==> config.mk <==
export PLATFORM = sky130hd
export DESIGN_NAME = seq_div_32_flat
export DESIGN_NICKNAME = d
export VERILOG_FILES = /design/src/rtl/seq_div_32_if.sv /design/src/rtl/seq_div_32.sv /design/src/flat_wrapper.sv
export SDC_FILE = /design/constraint.sdc
export NUM_CORES = 1
export LEC_CHECK = 0
export ABC_AREA = 1
export CAP_MARGIN = 20
export CORE_UTILIZATION = 30
export CTS_BUF_LIST = sky130_fd_sc_hd__clkbuf_8
export CTS_CLUSTER_SIZE = 40
export DETAILED_ROUTE_END_ITERATION = 8
export PLACE_DENSITY = 0.49
export RECOVER_POWER = 100
export SKIP_CTS_REPAIR_TIMING = 1
export SYNTH_ARGS = -nofsm -noshare
export SYNTH_HDL_FRONTEND = slang
export SYNTH_SLANG_ARGS = --single-unit
==> constraint.sdc <==
create_clock -name clk -period 10.3 [get_ports clk]
set_input_delay 2.06 -clock clk [delete_from_list [all_inputs] [get_ports clk]]
set_output_delay 2.06 -clock clk [all_outputs]
set_load 0.02 [all_outputs]
==> src/rtl/seq_div_32_if.sv <==
// Request/response bundle for the 32-bit sequential divider.
// The master side drives the operation request; the slave side returns status and result.
interface seq_div_32_if;
  logic        start;
  logic [1:0]  op;
  logic [31:0] dividend;
  logic [31:0] divisor;
  logic        busy;
  logic        done;
  logic [31:0] result;

  modport master (output start, op, dividend, divisor, input busy, done, result);
  modport slave  (input start, op, dividend, divisor, output busy, done, result);
endinterface

==> src/rtl/seq_div_32.sv <==
// 32-bit restoring divider (DIV/DIVU/REM/REMU), one quotient bit per clock.
// Divide-by-zero and signed overflow skip the iteration and complete one cycle after accept.
module seq_div_32 (
  input  logic         clk,
  input  logic         rst,
  seq_div_32_if.slave  bus
);
  // state | meaning
  // IDLE  | waiting for start
  // CALC  | 32 shift-subtract steps
  // FIN   | result valid, done pulse
  typedef enum logic [1:0] {IDLE, CALC, FIN} state_t;

  state_t      state_q, state_d;
  logic [5:0]  cnt_q, cnt_d;
  logic [1:0]  op_q, op_d;
  logic [31:0] rem_q, rem_d;
  logic [31:0] quo_q, quo_d;
  logic [31:0] dvsr_q, dvsr_d;
  logic        neg_quo_q, neg_quo_d;
  logic        neg_rem_q, neg_rem_d;
  logic [31:0] result_q, result_d;
  logic        busy_q, busy_d;
  logic        done_q, done_d;

  logic        is_signed, neg_a, neg_b;
  logic [31:0] a_abs, b_abs;
  logic [32:0] rem_sh, trial;
  logic [31:0] q_step, r_step;

  always_comb begin
    state_d   = state_q;
    cnt_d     = cnt_q;
    op_d      = op_q;
    rem_d     = rem_q;
    quo_d     = quo_q;
    dvsr_d    = dvsr_q;
    neg_quo_d = neg_quo_q;
    neg_rem_d = neg_rem_q;
    result_d  = result_q;
    busy_d    = busy_q;
    done_d    = 1'b0;

    is_signed = ~bus.op[0];
    neg_a     = is_signed & bus.dividend[31];
    neg_b     = is_signed & bus.divisor[31];
    a_abs     = neg_a ? -bus.dividend : bus.dividend;
    b_abs     = neg_b ? -bus.divisor : bus.divisor;

    // Remainder never exceeds the divisor, so a 33-bit trial is enough to see the sign.
    rem_sh    = {rem_q, quo_q[31]};
    trial     = rem_sh - {1'b0, dvsr_q};
    q_step    = {quo_q[30:0], ~trial[32]};
    r_step    = trial[32] ? rem_sh[31:0] : trial[31:0];

    unique case (state_q)
      IDLE: begin
        if (bus.start) begin
          op_d   = bus.op;
          busy_d = 1'b1;
          if (bus.divisor == 32'd0) begin
            state_d  = FIN;
            done_d   = 1'b1;
            result_d = bus.op[1] ? bus.dividend : 32'hFFFF_FFFF;
          end else if (is_signed && bus.dividend == 32'h8000_0000 &&
                       bus.divisor == 32'hFFFF_FFFF) begin
            state_d  = FIN;
            done_d   = 1'b1;
            result_d = bus.op[1] ? 32'd0 : 32'h8000_0000;
          end else begin
            state_d   = CALC;
            cnt_d     = 6'd32;
            rem_d     = 32'd0;
            quo_d     = a_abs;
            dvsr_d    = b_abs;
            neg_quo_d = neg_a ^ neg_b;
            neg_rem_d = neg_a;
          end
        end
      end
      CALC: begin
        quo_d = q_step;
        rem_d = r_step;
        cnt_d = cnt_q - 6'd1;
        if (cnt_q == 6'd1) begin
          state_d = FIN;
          done_d  = 1'b1;
          if (op_q[1])
            result_d = neg_rem_q ? -r_step : r_step;
          else
            result_d = neg_quo_q ? -q_step : q_step;
        end
      end
      FIN: begin
        state_d = IDLE;
        busy_d  = 1'b0;
      end
      default: begin
        state_d = IDLE;
        busy_d  = 1'b0;
      end
    endcase
  end

  always_ff @(posedge clk or posedge rst) begin
    if (rst) begin
      state_q   <= IDLE;
      cnt_q     <= 6'd0;
      op_q      <= 2'd0;
      rem_q     <= 32'd0;
      quo_q     <= 32'd0;
      dvsr_q    <= 32'd0;
      neg_quo_q <= 1'b0;
      neg_rem_q <= 1'b0;
      result_q  <= 32'd0;
      busy_q    <= 1'b0;
      done_q    <= 1'b0;
    end else begin
      state_q   <= state_d;
      cnt_q     <= cnt_d;
      op_q      <= op_d;
      rem_q     <= rem_d;
      quo_q     <= quo_d;
      dvsr_q    <= dvsr_d;
      neg_quo_q <= neg_quo_d;
      neg_rem_q <= neg_rem_d;
      result_q  <= result_d;
      busy_q    <= busy_d;
      done_q    <= done_d;
    end
  end

  assign bus.busy   = busy_q;
  assign bus.done   = done_q;
  assign bus.result = result_q;
endmodule
==> src/flat_wrapper.sv <==
// flat-port wrapper written by rule: the top's interface ports become plain ports
module seq_div_32_flat 
  (clk, rst, bus_start, bus_op, bus_dividend, bus_divisor, bus_busy, bus_done, bus_result);
  seq_div_32_if bus_i ();
  input  logic clk;
  input  logic rst;
  input wire logic [$bits(bus_i.start)-1:0] bus_start;
  input wire logic [$bits(bus_i.op)-1:0] bus_op;
  input wire logic [$bits(bus_i.dividend)-1:0] bus_dividend;
  input wire logic [$bits(bus_i.divisor)-1:0] bus_divisor;
  output wire logic [$bits(bus_i.busy)-1:0] bus_busy;
  output wire logic [$bits(bus_i.done)-1:0] bus_done;
  output wire logic [$bits(bus_i.result)-1:0] bus_result;
  assign bus_i.start = bus_start;
  assign bus_i.op = bus_op;
  assign bus_i.dividend = bus_dividend;
  assign bus_i.divisor = bus_divisor;
  assign bus_busy = bus_i.busy;
  assign bus_done = bus_i.done;
  assign bus_result = bus_i.result;
  seq_div_32 u_core (.clk(clk), .rst(rst), .bus(bus_i));
endmodule
==> impl_metrics.csv <==
group,metric,value,unit
clock_network,cts_buffer_depth,2,
floorplan,die_h,208.6,um
critical_path,critPathBufInv,5,
critical_path,start_kind,"primary input",
power,power_density,377.9,nW/um2
synthesis,synth_warnings,0,
synthesis,synth_top_area_share,27.56,%
timing,grt_setup_unrepaired,"no",
timing,setup_violations,0,
timing,tightest_slew,3.611,ns
timing,hold_slack,0.4798,ns
synthesis,ys_types,58,
clock_network,numClockSinks,141,
synthesis,ys_ff_latch,141,
detailed_routing,post_drt_via_cell_ratio,4.918,
power,leakagePower,7.395,nW
floorplan,num_rows,75,
synthesis,synth_most_common_cell,"nand2_1",
detailed_routing,highest_layer,"met4",
synthesis,async_flop_share,100.0,%
critical_path,crit_family,"buffers and inverters",
detailed_routing,drt-initial-drc-count,1000,
detailed_routing,routed_wl,45.06,mm
synthesis,synth_ff_type,"dfrtp_1",
critical_path,path_cells,"dlygate4sd3_1 -> inv_1 -> ha_1 -> inv_1 -> nor3_1 -> nand3_1 -> nor3_1 -> nand3_1 -> nor2_1 -> nand2_1 -> nor2_1 -> nand4_1 -> nand3_1 -> nor2_1 -> inv_1 -> clkbuf_1 -> o21ai_0 -> a21oi_1",
timing,fin_crit,7.074,ns
global_routing,grt_pass1_vias,12770,
global_routing,grt_use_total,21.17,%
global_routing,antenna_found_initial,0,
critical_path,crit_type,"primary input to register",
clock_network,htreeDepth,4,
global_routing,grt_pass1_wl,72.21,mm
detailed_routing,dr_total_vias,13250,
cells_and_area,syn2layout_area_growth,14.78,%
detailed_routing,routedWlPerCell,16.73,um
place,place_ws,4.016,ns
critical_path,path_max_fanout,58,
detailed_routing,drc_errors,0,
hold_path,hp-class,"register to register",
critical_path,cp.required,10.69,ns
synthesis,synthTopCellsByArea,"dfrtp_1 (28%), nand2_1 (19%), inv_1 (8.9%)",
clock_network,cts_buffers,17,
detailed_routing,dr.pass1.iters,6,
timing,fin_crit_sh,68.68,%
place,gp_congestion,0.9197,
synthesis,syn-cell-area,12800,um2
power,power.total,0.005552,W
power,peakVddDrop,0.0002067,V
synthesis,synth-edff-count,0,
clock_network,clockRootBuffer,"clkbuf_8",
timing,fin_ws,3.226,ns
clock_network,clk_latency,0.48,ns
timing,maxSlewHeadroom,-142.0,%
timing,fmax,141.4,MHz
floorplan,start_util,30.45,%
synthesis,syn-num-nets,2184,
critical_path,crit_arrival,7.46,ns
synthesis,yosys.area.top_type,"dfrtp_1",
critical_path,cpMaxStageDelayCell,"clkbuf_1",
place,postPlaceCellArea,14270,um2
place,hpwl,35.24,mm
outcome,violations,"capacitance limit, slew limit",
synthesis,syn-instance-count,2075,
clock_network,cts_tree,"yes",
timing,tns,0,ns
floorplan,fp.dieArea,43500,um2
synthesis,seq_area_frac_synth,27.56,%
synthesis,synth_common_cells,"nand2_1 (664), inv_1 (303), nor2_1 (219)",
detailed_routing,dr_wl_met3,1.614,mm
timing,skew,0.01676,ns
global_routing,grt_max_degree,78,
detailed_routing,drt-met1-wl,21.36,mm
floorplan,core,42040,um2
critical_path,max_stage_delay,1.94,ns
run,cap_viol_max_count,4,
detailed_routing,antenna_left,0,
global_routing,overflow,0,
timing,drv_slew,220,
cells_and_area,fin_nets,2250,
place,io_buffer_count,102,
outcome,status,"complete, but fails checks",
floorplan,dieWidth,208.6,um
synthesis,synth.avg_cell_area,6.170,um2
critical_path,critPathCaptureType,"register",
floorplan,io_pins,103,
cells_and_area,n_fill_cell,4639,
timing,final_hold_viol_count,0,
clock_network,cts.clk_slew.worst_paths,0.10,ns
cells_and_area,stdcell_area,14690,um2
detailed_routing,wl_met2,21.41,mm
cells_and_area,final_layout_size_suffix_gt1_share,4.875,%
[per-stage QoR]
| step | std cells | utilization [%] |
|---|---|---|
| after floorplan | 2075 | - |
| after global placement | 2661 | 33.95 |
| after detailed placement | 2661 | 33.95 |
| after CTS | 2693 | 35.00 |
| after global routing | 2693 | 34.95 |
| final | 2694 | 34.95 |
[power breakdown]
group          leakage, nW  switching [W]  internal [W]
Sequential            1.76       0.000211      0.000810
Clock                0.221       0.000258      0.000271
Combinational         5.41        0.00276       0.00124
[metal layers]
| metal | vias to the layer above | track usage, % |
|---|---|---|
| li1 | 6743 | - |
| met1 | 6173 | 28.82 |
| met2 | 296 | 35.90 |
| met3 | 36 | 2.269 |
| met4 | 0 | 4.843 |
| met5 | - | 0 |
[sequential cells by signal (all words and copies together), names as in the netlist]
signal             count
u_core.op_q            1
u_core.bus.result     32
u_core.dvsr_q         32
u_core.quo_q          32
u_core.rem_q          32
u_core.cnt_q           6
u_core.state_q         2
u_core.bus.done        1
u_core.neg_rem_q       1
u_core.neg_quo_q       1
u_core.bus.busy        1
[logic make-up after synthesis]
kind of cell	Yosys count	synth area share, %
compound gates	305	13.80
xor+xnor	74	5.063
fa+ha+maj	40	3.968
buf+inv	378	11.75
flops	141	27.56
simple gates	1137	37.86
[cell usage in the layout, fill, tap and decap left out, drive strengths merged, types with 2 or more instances in the layout]
cell           instances
xor2                  65
o21ai                133
a41oi                  2
nand3b                 4
clkinv                 7
nor2                 234
nor4                  12
clkdlybuf4s50         64
o211ai                 2
a21oi                 91
buf                    9
o221ai                25
clkbuf                21
nand4                 21
nand3                129
and2                   4
o31ai                  3
a31oi                  8
ha                    39
xnor2                  9
o21bai                 3
o32ai                  2
bufinv                 4
a21o                   3
dfrtp                141
inv                  311
a22oi                  5
a221oi                 2
nor3                  39
o22ai                 21
dlygate4sd3           38
clkinvlp               3
or2                    4
o21a                   2
nand2                689
[worst register-to-register path: cells and delay by family (launching register included)]
family,cells,cell delay [ns]
flip-flops,1,0.42
adder cells (fa/ha/maj),3,0.94
AO/OA/AOI/OAI,3,0.55
AND/OR/NAND/NOR,19,2.95
buffers and inverters,3,0.36
[path summary, 6_finish.rpt]
| check | end | slack, ns | depth (start not counted) | from |
|---|---|---|---|---|
| min in group asynchronous | u_core.dvsr_q[17]$_DFFE_PP0P_ | 3.10 | 2 | rst |
| worst min-delay path | u_core.bus.result[23]$_DFFE_PP0P_ | 0.48 | 2 | u_core.bus.result[23]$_DFFE_PP0P_ |
| worst max register to register | u_core.bus.result[30]$_DFFE_PP0P_ | 4.99 | 28 | u_core.quo_q[31]$_DFFE_PP0P_ |
| worst max-delay path | u_core.cnt_q[4]$_DFFE_PP0P_ | 3.23 | 18 | bus_dividend[0] |
| max in group asynchronous | u_core.rem_q[20]$_DFFE_PP0P_ | 5.07 | 3 | rst |
| worst min register to register | u_core.bus.result[23]$_DFFE_PP0P_ | 0.48 | 2 | u_core.bus.result[23]$_DFFE_PP0P_ |
[cell type report]
class	instances	area [um2]	area share [%]
Antenna cell	1	2.502	0.01703
Clock buffer	18	247.7	1.686
Clock inverter	14	192.7	1.311
Inverter	311	1169	7.953
Multi-Input combinational cell	1556	7780	52.95
Sequential cell	141	3528	24.01
Tap cell	539	674.4	4.590
Timing Repair Buffer	114	1100	7.485
(Power assumes the default switching activity.)
